`src/rtl/rs_pkg.sv`:
```
// ---------------------------------------------------------------------------
// rs_pkg: shared types and constants for the reservation-station queue.
//   TAG_NONE        - ROB tag value meaning "no dependency / operand ready".
//   rs_operand_t    - {producer tag, captured value} for one source operand.
//   rs_entry_t      - one RS slot: valid, dest tag, command, two operands.
//   capture_operand - builds a stored operand from dispatch inputs, including
//                     the same-cycle CDB collision capture.
// Struct widths follow the package localparams; the rs_queue defaults use
// the same values.
// ---------------------------------------------------------------------------
package rs_pkg;

  localparam int RS_DATA_W   = 64;
  localparam int RS_CMD_W    = 10;
  localparam int OPCODE_W    = RS_CMD_W;
  localparam int RS_ROB_SIZE = 32;
  localparam int RS_TAG_W    = $clog2(RS_ROB_SIZE + 1);

  localparam logic [RS_TAG_W-1:0] TAG_NONE = '0;

  typedef struct packed {
    logic [RS_TAG_W-1:0]  tag;
    logic [RS_DATA_W-1:0] value;
  } rs_operand_t;

  typedef struct packed {
    logic                valid;
    logic [RS_TAG_W-1:0] dest;
    logic [RS_CMD_W-1:0] cmd;
    rs_operand_t         src1;
    rs_operand_t         src2;
  } rs_entry_t;

  // A value-valid operand is ready immediately. A pending operand whose
  // producer is broadcasting in the dispatch cycle is captured from the CDB,
  // otherwise it would miss its only wakeup.
  function automatic rs_operand_t capture_operand(
    input logic [RS_DATA_W:0]   disp_val,
    input logic [RS_TAG_W-1:0]  disp_tag,
    input logic                 cdb_valid,
    input logic [RS_TAG_W-1:0]  cdb_tag,
    input logic [RS_DATA_W-1:0] cdb_val
  );
    rs_operand_t op;
    op.value = disp_val[RS_DATA_W-1:0];
    op.tag   = disp_tag;
    if (disp_val[RS_DATA_W]) begin
      op.tag = TAG_NONE;
    end else if (cdb_valid && (disp_tag != TAG_NONE) && (cdb_tag == disp_tag)) begin
      op.tag   = TAG_NONE;
      op.value = cdb_val;
    end
    return op;
  endfunction

endpackage

```
`src/rtl/rs_queue_if.sv`:
```
// ---------------------------------------------------------------------------
// rs_queue_if: dispatch, CDB broadcast and issue signals of rs_queue.
//   master - decode/CDB/FU side (drives dispatch, CDB and iss_ready_i).
//   slave  - the reservation station.
// Handshakes: a transfer happens on a clock edge where valid and ready are
// both high. disp_ready_o and iss_valid_o never depend on the partner's
// valid/ready in the same cycle; a presented issue entry stays presented
// while iss_ready_i is low unless an older entry becomes ready.
// ---------------------------------------------------------------------------
interface rs_queue_if #(
  parameter int DATA_W = rs_pkg::RS_DATA_W,
  parameter int CMD_W  = rs_pkg::RS_CMD_W,
  parameter int TAG_W  = rs_pkg::RS_TAG_W
);
  logic              disp_valid_i;
  logic              disp_ready_o;
  logic [TAG_W-1:0]  disp_tag_i;
  logic [TAG_W-1:0]  disp_src1_tag_i;
  logic [TAG_W-1:0]  disp_src2_tag_i;
  logic [DATA_W:0]   disp_src1_val_i;
  logic [DATA_W:0]   disp_src2_val_i;
  logic [CMD_W-1:0]  disp_cmd_i;

  logic              cdb_valid_i;
  logic [TAG_W-1:0]  cdb_tag_i;
  logic [DATA_W-1:0] cdb_val_i;

  logic              iss_valid_o;
  logic              iss_ready_i;
  logic [DATA_W-1:0] iss_src1_o;
  logic [DATA_W-1:0] iss_src2_o;
  logic [CMD_W-1:0]  iss_cmd_o;
  logic [TAG_W-1:0]  iss_tag_o;

  modport master (
    output disp_valid_i, disp_tag_i, disp_src1_tag_i, disp_src2_tag_i,
           disp_src1_val_i, disp_src2_val_i, disp_cmd_i,
           cdb_valid_i, cdb_tag_i, cdb_val_i, iss_ready_i,
    input  disp_ready_o, iss_valid_o, iss_src1_o, iss_src2_o, iss_cmd_o, iss_tag_o
  );

  modport slave (
    input  disp_valid_i, disp_tag_i, disp_src1_tag_i, disp_src2_tag_i,
           disp_src1_val_i, disp_src2_val_i, disp_cmd_i,
           cdb_valid_i, cdb_tag_i, cdb_val_i, iss_ready_i,
    output disp_ready_o, iss_valid_o, iss_src1_o, iss_src2_o, iss_cmd_o, iss_tag_o
  );
endinterface

```
`src/rtl/rs_age_select.sv`:
```
// ---------------------------------------------------------------------------
// rs_age_select: picks the oldest ready entry.
//   older [i][j] - entry i was dispatched before entry j.
//   ready [i]    - entry i may issue.
//   grant        - one-hot oldest ready entry, zero when nothing is ready.
// An entry is granted when no other ready entry is older than it. The age
// relation between live entries is a strict total order, so at most one
// grant bit is set.
// ---------------------------------------------------------------------------
module rs_age_select #(
  parameter int ENTRIES = 4
) (
  input  logic [ENTRIES-1:0][ENTRIES-1:0] older,
  input  logic [ENTRIES-1:0]              ready,
  output logic [ENTRIES-1:0]              grant
);

  always_comb begin
    grant = '0;
    for (int i = 0; i < ENTRIES; i++) begin
      grant[i] = ready[i];
      for (int j = 0; j < ENTRIES; j++) begin
        if ((j != i) && ready[j] && older[j][i]) begin
          grant[i] = 1'b0;
        end
      end
    end
  end

endmodule

```
`src/rtl/rs_queue.sv`:
```
// ---------------------------------------------------------------------------
// rs_queue: multi-entry reservation station for one functional-unit class.
//   clk_i, reset_i - clock, asynchronous active-high reset.
//   flush_i        - synchronous clear of every entry (beats dispatch).
//   bus            - rs_queue_if.slave: dispatch, CDB broadcast, issue.
//   occupancy_o    - number of valid entries.
// Dispatch writes the lowest free slot; CDB broadcasts wake matching
// operands; the oldest entry with both operands ready is issued.
// Optional feature, macro RS_CDB_BYPASS_EN: an entry whose last pending
// operand matches the current CDB broadcast is selectable in that same
// cycle with cdb_val_i forwarded onto the issue operands. Without the
// macro, selection uses registered state only.
// ---------------------------------------------------------------------------
module rs_queue
  import rs_pkg::*;
#(
  parameter int ENTRIES  = 4,
  parameter int DATA_W   = RS_DATA_W,
  parameter int CMD_W    = OPCODE_W,
  parameter int ROB_SIZE = RS_ROB_SIZE,
  parameter int TAG_W    = $clog2(ROB_SIZE + 1)
) (
  input  logic                         clk_i,
  input  logic                         reset_i,
  input  logic                         flush_i,
  rs_queue_if.slave                    bus,
  output logic [$clog2(ENTRIES+1)-1:0] occupancy_o
);

  localparam int OCC_W = $clog2(ENTRIES + 1);

  rs_entry_t                      entries_q [ENTRIES];
  // older_q[i][j]: entry i was dispatched before entry j.
  logic [ENTRIES-1:0][ENTRIES-1:0] older_q;

  logic [ENTRIES-1:0] valid_vec;
  logic [ENTRIES-1:0] wake1;
  logic [ENTRIES-1:0] wake2;
  logic [ENTRIES-1:0] ready_vec;
  logic [ENTRIES-1:0] free_onehot;
  logic [ENTRIES-1:0] iss_onehot;

  logic               cdb_hit_en;
  logic               disp_ready;
  logic               disp_fire;
  logic               iss_valid;
  logic               iss_fire;
  rs_entry_t          disp_entry;

  logic [TAG_W-1:0]   sel_tag;
  logic [CMD_W-1:0]   sel_cmd;
  logic [DATA_W-1:0]  sel_src1;
  logic [DATA_W-1:0]  sel_src2;
  logic [OCC_W-1:0]   occ;

  // Tag 0 means "no producer", so a broadcast of tag 0 wakes nothing.
  assign cdb_hit_en = bus.cdb_valid_i && (bus.cdb_tag_i != TAG_NONE);

  always_comb begin
    valid_vec = '0;
    wake1     = '0;
    wake2     = '0;
    ready_vec = '0;
    for (int i = 0; i < ENTRIES; i++) begin
      valid_vec[i] = entries_q[i].valid;
      wake1[i] = entries_q[i].valid && cdb_hit_en && (entries_q[i].src1.tag == bus.cdb_tag_i);
      wake2[i] = entries_q[i].valid && cdb_hit_en && (entries_q[i].src2.tag == bus.cdb_tag_i);
`ifdef RS_CDB_BYPASS_EN
      ready_vec[i] = entries_q[i].valid
        && ((entries_q[i].src1.tag == TAG_NONE) || (cdb_hit_en && (entries_q[i].src1.tag == bus.cdb_tag_i)))
        && ((entries_q[i].src2.tag == TAG_NONE) || (cdb_hit_en && (entries_q[i].src2.tag == bus.cdb_tag_i)));
`else
      ready_vec[i] = entries_q[i].valid
        && (entries_q[i].src1.tag == TAG_NONE)
        && (entries_q[i].src2.tag == TAG_NONE);
`endif
    end
  end

  // Adding 1 turns the lowest clear bit of valid_vec into the only bit that
  // survives masking with ~valid_vec: lowest free slot, one-hot.
  assign free_onehot = ~valid_vec & (valid_vec + ENTRIES'(1));

  assign disp_ready = ~&valid_vec;
  assign disp_fire  = bus.disp_valid_i && disp_ready && !flush_i;
  assign iss_valid  = |ready_vec;
  assign iss_fire   = iss_valid && bus.iss_ready_i;

  rs_age_select #(.ENTRIES(ENTRIES)) u_age_select (
    .older (older_q),
    .ready (ready_vec),
    .grant (iss_onehot)
  );

  always_comb begin
    disp_entry       = '0;
    disp_entry.valid = 1'b1;
    disp_entry.dest  = bus.disp_tag_i;
    disp_entry.cmd   = bus.disp_cmd_i;
    disp_entry.src1  = capture_operand(bus.disp_src1_val_i, bus.disp_src1_tag_i,
                                       bus.cdb_valid_i, bus.cdb_tag_i, bus.cdb_val_i);
    disp_entry.src2  = capture_operand(bus.disp_src2_val_i, bus.disp_src2_tag_i,
                                       bus.cdb_valid_i, bus.cdb_tag_i, bus.cdb_val_i);
  end

  // Issue mux; all-zero when no entry is granted.
  always_comb begin
    sel_tag  = '0;
    sel_cmd  = '0;
    sel_src1 = '0;
    sel_src2 = '0;
    for (int i = 0; i < ENTRIES; i++) begin
      if (iss_onehot[i]) begin
        sel_tag  = entries_q[i].dest;
        sel_cmd  = entries_q[i].cmd;
        sel_src1 = entries_q[i].src1.value;
        sel_src2 = entries_q[i].src2.value;
`ifdef RS_CDB_BYPASS_EN
        // A granted entry with a pending tag can only be waiting on the
        // current broadcast, so forward it.
        if (entries_q[i].src1.tag != TAG_NONE) sel_src1 = bus.cdb_val_i;
        if (entries_q[i].src2.tag != TAG_NONE) sel_src2 = bus.cdb_val_i;
`endif
      end
    end
  end

  always_comb begin
    occ = '0;
    for (int i = 0; i < ENTRIES; i++) begin
      occ = occ + OCC_W'(valid_vec[i]);
    end
  end

  always_ff @(posedge clk_i or posedge reset_i) begin
    if (reset_i) begin
      for (int i = 0; i < ENTRIES; i++) begin
        entries_q[i] <= '0;
      end
      older_q <= '0;
    end else if (flush_i) begin
      for (int i = 0; i < ENTRIES; i++) begin
        entries_q[i].valid <= 1'b0;
      end
    end else begin
      for (int i = 0; i < ENTRIES; i++) begin
        // The dispatch slot is free in registered state, so it is never
        // the issuing entry nor a wakeup target.
        if (disp_fire && free_onehot[i]) begin
          entries_q[i] <= disp_entry;
          // Newest entry: younger than every other slot.
          for (int j = 0; j < ENTRIES; j++) begin
            older_q[i][j] <= 1'b0;
            older_q[j][i] <= (i != j);
          end
        end else begin
          if (iss_fire && iss_onehot[i]) begin
            entries_q[i].valid <= 1'b0;
          end
          if (wake1[i]) begin
            entries_q[i].src1.tag   <= TAG_NONE;
            entries_q[i].src1.value <= bus.cdb_val_i;
          end
          if (wake2[i]) begin
            entries_q[i].src2.tag   <= TAG_NONE;
            entries_q[i].src2.value <= bus.cdb_val_i;
          end
        end
      end
    end
  end

  assign bus.disp_ready_o = disp_ready;
  assign bus.iss_valid_o  = iss_valid;
  assign bus.iss_tag_o    = sel_tag;
  assign bus.iss_cmd_o    = sel_cmd;
  assign bus.iss_src1_o   = sel_src1;
  assign bus.iss_src2_o   = sel_src2;
  assign occupancy_o      = occ;

endmodule

```
`src/flat_wrapper.sv`:
```
// flat-port wrapper written by rule: the top's interface ports become plain ports
module rs_queue_flat import rs_pkg::*;
#(
  parameter int ENTRIES  = 4,
  parameter int DATA_W   = RS_DATA_W,
  parameter int CMD_W    = OPCODE_W,
  parameter int ROB_SIZE = RS_ROB_SIZE,
  parameter int TAG_W    = $clog2(ROB_SIZE + 1)
)
  (clk_i, reset_i, flush_i, occupancy_o, bus_disp_valid_i, bus_disp_tag_i, bus_disp_src1_tag_i, bus_disp_src2_tag_i, bus_disp_src1_val_i, bus_disp_src2_val_i, bus_disp_cmd_i, bus_cdb_valid_i, bus_cdb_tag_i, bus_cdb_val_i, bus_iss_ready_i, bus_disp_ready_o, bus_iss_valid_o, bus_iss_src1_o, bus_iss_src2_o, bus_iss_cmd_o, bus_iss_tag_o);
  rs_queue_if #(.DATA_W(DATA_W), .CMD_W(CMD_W), .TAG_W(TAG_W)) bus_i ();
  input  logic clk_i;
  input  logic reset_i;
  input  logic flush_i;
  output logic [$clog2(ENTRIES+1)-1:0] occupancy_o;
  input wire logic [$bits(bus_i.disp_valid_i)-1:0] bus_disp_valid_i;
  input wire logic [$bits(bus_i.disp_tag_i)-1:0] bus_disp_tag_i;
  input wire logic [$bits(bus_i.disp_src1_tag_i)-1:0] bus_disp_src1_tag_i;
  input wire logic [$bits(bus_i.disp_src2_tag_i)-1:0] bus_disp_src2_tag_i;
  input wire logic [$bits(bus_i.disp_src1_val_i)-1:0] bus_disp_src1_val_i;
  input wire logic [$bits(bus_i.disp_src2_val_i)-1:0] bus_disp_src2_val_i;
  input wire logic [$bits(bus_i.disp_cmd_i)-1:0] bus_disp_cmd_i;
  input wire logic [$bits(bus_i.cdb_valid_i)-1:0] bus_cdb_valid_i;
  input wire logic [$bits(bus_i.cdb_tag_i)-1:0] bus_cdb_tag_i;
  input wire logic [$bits(bus_i.cdb_val_i)-1:0] bus_cdb_val_i;
  input wire logic [$bits(bus_i.iss_ready_i)-1:0] bus_iss_ready_i;
  output wire logic [$bits(bus_i.disp_ready_o)-1:0] bus_disp_ready_o;
  output wire logic [$bits(bus_i.iss_valid_o)-1:0] bus_iss_valid_o;
  output wire logic [$bits(bus_i.iss_src1_o)-1:0] bus_iss_src1_o;
  output wire logic [$bits(bus_i.iss_src2_o)-1:0] bus_iss_src2_o;
  output wire logic [$bits(bus_i.iss_cmd_o)-1:0] bus_iss_cmd_o;
  output wire logic [$bits(bus_i.iss_tag_o)-1:0] bus_iss_tag_o;
  assign bus_i.disp_valid_i = bus_disp_valid_i;
  assign bus_i.disp_tag_i = bus_disp_tag_i;
  assign bus_i.disp_src1_tag_i = bus_disp_src1_tag_i;
  assign bus_i.disp_src2_tag_i = bus_disp_src2_tag_i;
  assign bus_i.disp_src1_val_i = bus_disp_src1_val_i;
  assign bus_i.disp_src2_val_i = bus_disp_src2_val_i;
  assign bus_i.disp_cmd_i = bus_disp_cmd_i;
  assign bus_i.cdb_valid_i = bus_cdb_valid_i;
  assign bus_i.cdb_tag_i = bus_cdb_tag_i;
  assign bus_i.cdb_val_i = bus_cdb_val_i;
  assign bus_i.iss_ready_i = bus_iss_ready_i;
  assign bus_disp_ready_o = bus_i.disp_ready_o;
  assign bus_iss_valid_o = bus_i.iss_valid_o;
  assign bus_iss_src1_o = bus_i.iss_src1_o;
  assign bus_iss_src2_o = bus_i.iss_src2_o;
  assign bus_iss_cmd_o = bus_i.iss_cmd_o;
  assign bus_iss_tag_o = bus_i.iss_tag_o;
  rs_queue #(.ENTRIES(ENTRIES), .DATA_W(DATA_W), .CMD_W(CMD_W), .ROB_SIZE(ROB_SIZE), .TAG_W(TAG_W)) u_core (.clk_i(clk_i), .reset_i(reset_i), .flush_i(flush_i), .bus(bus_i), .occupancy_o(occupancy_o));
endmodule
```
`config.mk`:
```
export PLATFORM = sky130hd
export DESIGN_NAME = rs_queue_flat
export DESIGN_NICKNAME = d
export VERILOG_FILES = /design/src/rtl/rs_pkg.sv /design/src/rtl/rs_queue_if.sv /design/src/rtl/rs_age_select.sv /design/src/rtl/rs_queue.sv /design/src/flat_wrapper.sv
export SDC_FILE = /design/constraint.sdc
export NUM_CORES = 2
export LEC_CHECK = 0
export ABC_AREA = 0
export BUFFER_PORTS_ARGS = -buffer_cell sky130_fd_sc_hd__buf_2
export CAP_MARGIN = 20
export CORE_MARGIN = 4
export CORE_UTILIZATION = 31
export DETAILED_ROUTE_END_ITERATION = 12
export PLACE_DENSITY_LB_ADDON = 0.25
export SKIP_CTS_REPAIR_TIMING = 1
export SLEW_MARGIN = 40
export SYNTH_ARGS = -nofsm -noshare
export SYNTH_HDL_FRONTEND = slang
export SYNTH_SLANG_ARGS = --single-unit
```
`constraint.sdc`:
```
create_clock -name clk_i -period 25.2 [get_ports clk_i]
set_clock_uncertainty 0.2 [all_clocks]
set_input_delay 7.56 -clock clk_i [delete_from_list [all_inputs] [get_ports clk_i]]
set_output_delay 7.56 -clock clk_i [all_outputs]
set_load 0.005 [all_outputs]
```
==> impl_metrics.py <==
metrics = {
    "run_status": {
        "outcome": "finished, final reports clean",
    },
    "floorplanning": {
        "row_count": 120,
        "ios": 383,
        "die_w_um": 336,
        "start_util": 0.312,
        "fp.dieH_um": 336,
        "dieArea_um2": 113000,
        "coreArea_um2": 107000,
    },
    "drt": {
        "post_drt_wl_per_cell_um": 29.6,
        "num_vias": 33500,
        "wirelength_mm": 157,
        "avgViaCountPerCell": 6.32,
        "drc": 0,
        "drt_iter0_markers": 4015,
        "ant_nets": 0,
        "dr.pass1.iters": 6,
    },
    "placement": {
        "dp.cells": 5132,
        "place_congestion": 0.815,
        "hpwl_mm": 88.9,
        "numPortBuffers": 382,
    },
    "timing": {
        "slew_headroom": 0.403,
        "tns_ns": 0,
        "drv_slew": 0,
        "tightest_slew_ns": 0.896,
        "rsz0062_at_grt": "no",
        "hold_ws_ns": 0.269,
        "period_share": 0.539,
        "finalSetupViolations": 0,
        "min_period_ns": 13.59,
        "finalHoldViolCount": 0,
        "fmax_ghz": 0.0736,
    },
    "clock_network": {
        "ctsLongestPathBuffers": 3,
        "cts_root_buffer": "clkbuf_16",
        "cts_max_level": 3,
        "cts_buffers": 79,
        "cts_tree": "yes",
        "clk_pin_slew_ns": 0.06,
        "clock-sinks": 640,
        "clk_latency_ns": 0.63,
    },
    "synthesis": {
        "synth_edf_count": 0,
        "ys_warn_count": 0,
        "syn-mean-instance-area_um2": 9.09,
        "synthDistinctLibCells": 63,
        "ys_ff_latch": 640,
        "synthSimpleGateAreaFrac": 0.162,
        "synth_area_leader_cell": "dfrtp_1",
        "synth.area.top_cells": "dfrtp_1, nand2_1, a32oi_1",
        "synth_xor_area_frac": 0.0158,
        "synthAdderAreaFrac": 0.00173,
        "syn-instance-count": 3666,
        "synth-async-reset-ratio": 1.00,
        "synth_compound_area_frac": 0.282,
        "syn_nets": 3904,
        "ys_seq_area_frac": 0.480,
        "synth_area_um2": 33300,
        "yosys.area.top_type_share": 0.480,
        "synth_mux_area_frac": 0.000338,
        "yosys_most_used_dff": "dfrtp_1",
        "synth_top_family_by_area": "compound AO/OA/AOI/OAI gates",
    },
    "critical_path": {
        "critPathBufInv": 4,
        "slowest_stage": "and2_4",
        "critPathMaxFanout": 81,
        "startpoint_type": "flip-flop",
        "crit_family": "buffers and inverters",
        "crit_chain": "nor4b_1, nand4_1, o2111ai_4, buf_6, and2_4, buf_4, buf_6, a32oi_1, buf_2",
        "worstSetupPathType": "reg2out",
        "worst_ep_arrival_time_ns": 5.83,
        "end_kind": "output pin",
        "slowest_delay_ns": 0.71,
        "required_ns": 17.44,
        "cpMostUsedCell": "buf_6",
    },
    "finish": {
        "synthToLayoutAreaGrowth_pct": 18.7,
        "fin_cells": 5305,
        "drive_gt1_frac": 0.191,
        "final_net_count": 4050,
        "post-route-util": 0.370,
    },
    "grt": {
        "antenna_found_initial": 40,
        "grt_max_degree": 149,
        "grt_pass1_wl_mm": 231,
        "track_usage": 0.270,
        "grt.overflow.total": 0,
        "grt_pass1_vias": 33000,
    },
    "run": {
        "cap_violations": 0,
    },
    "power": {
        "power_density_nw_per_um2": 79.6,
        "p_comb_frac": 0.156,
        "ir_drop_v": 0.0000459,
        "leakage_nw": 16.6,
        "finalPower_mw": 3.15,
        "p_seq_frac": 0.438,
        "netSwitchingPower_mw": 0.911,
        "cell_internal_pwr_mw": 2.24,
        "netSwitchingFraction": 0.289,
        "power_frac_clock": 0.406,
    },
    "hold_path": {
        "hold_path_class": "reg2reg",
    },
}
[cell type report]
| type | instances | area (µm²) |
|---|---|---|
| Antenna cell | 24 | 60.1 |
| Clock buffer | 114 | 2370 |
| Clock inverter | 33 | 510 |
| Fill cell | 10800 | 67400 |
| Inverter | 69 | 263 |
| Multi-Input combinational cell | 2564 | 15700 |
| Sequential cell | 640 | 16000 |
| Tap cell | 1403 | 1760 |
| Timing Repair Buffer | 458 | 2850 |
[per-layer routing]
metal	vias to the layer above	wire, µm	track usage
met3	366	14600	0.0531
met4	16	6160	0.117
met5	-	101	0
met2	2099	70600	0.415
met1	17000	65800	0.372
li1	14000	-	-
[worst paths after layout]
kind	from	to	slack [ns]	cells after the start
max	u_core.entries_q[627]$_DFFE_PP0P_	bus_iss_src2_o[1]	11.61	9
min	u_core.entries_q[306]$_DFFE_PP0P_	u_core.entries_q[306]$_DFFE_PP0P_	0.27	2
max reg2reg	u_core.entries_q[627]$_DFFE_PP0P_	u_core.entries_q[341]$_DFFE_PP0P_	21.22	8
min reg2reg	u_core.entries_q[306]$_DFFE_PP0P_	u_core.entries_q[306]$_DFFE_PP0P_	0.27	2
max in group asynchronous	reset_i	u_core.entries_q[418]$_DFFE_PP0P_	15.30	7
min in group asynchronous	reset_i	u_core.entries_q[67]$_DFFE_PP0P_	6.73	2
[power groups by stage]
stage               Combinational [mW]  Sequential (mW)  Clock [mW]
floorplan                        0.324             1.35           0
global placement                 0.472             1.39           0
detailed placement               0.488             1.39           0
CTS                              0.490             1.37        1.30
global route                     0.549             1.40        1.33
finish                           0.492             1.38        1.28
[worst min-delay path: stages, from the launching register on]
cell and delay, ns:
dfrtp_1 0.33, nand2_1 0.05, nand2_1 0.05
[cell usage after synthesis, drive strengths merged, types with 16 or more instances]
| cell | instances |
|---|---|
| clkbuf | 280 |
| or3 | 130 |
| o21ai | 339 |
| dfrtp | 640 |
| o221a | 128 |
| o32ai | 128 |
| a22o | 30 |
| inv | 69 |
| a221o | 64 |
| a21oi | 259 |
| nand2 | 521 |
| nor2 | 221 |
| a32oi | 208 |
| buf | 113 |
| xor2 | 45 |
| nor4 | 16 |
| and2 | 67 |
| o22ai | 18 |
| a31oi | 130 |
| nand4 | 20 |
| nand3 | 148 |
[through the flow]
| stage | area (µm²) | worst slack [ns] |
|---|---|---|
| 2_1_floorplan | 33300 | 8.70 |
| 3_3_place_gp | 36200 | 11.78 |
| 3_5_place_dp | 36500 | 12.16 |
| 4_1_cts | 39400 | 11.45 |
| 5_1_grt | 39500 | 11.48 |
| 6_report | 39500 | 11.61 |
[sequential cells by signal, summed over array words and instances, names as in the netlist]
name / flops
u_core.entries_q: 628
u_core.older_q: 12
[cell usage in the layout (no fill, tap or decap), types with 64 or more instances in the layout]
cell / instances
dfrtp_1: 640
nand2_1: 521
buf_2: 382
o21ai_0: 304
a21oi_1: 256
nor2_1: 220
a32oi_1: 208
nand3_1: 148
or3_1: 129
o32ai_1: 128
a31oi_1: 128
o221a_2: 106
clkbuf_16: 84
inv_1: 68
and2_1: 64
a221o_1: 64
[cell families after synthesis]
logic type               count (synthesis)
flip-flops                             640
XOR/XNOR                                60
buffers and inverters                  462
AND/OR/NAND/NOR                       1173
adder cells (fa/ha/maj)                  4
AO/OA/AOI/OAI                         1326
multiplexers                             1
Power figures use the tool's default switching activity.
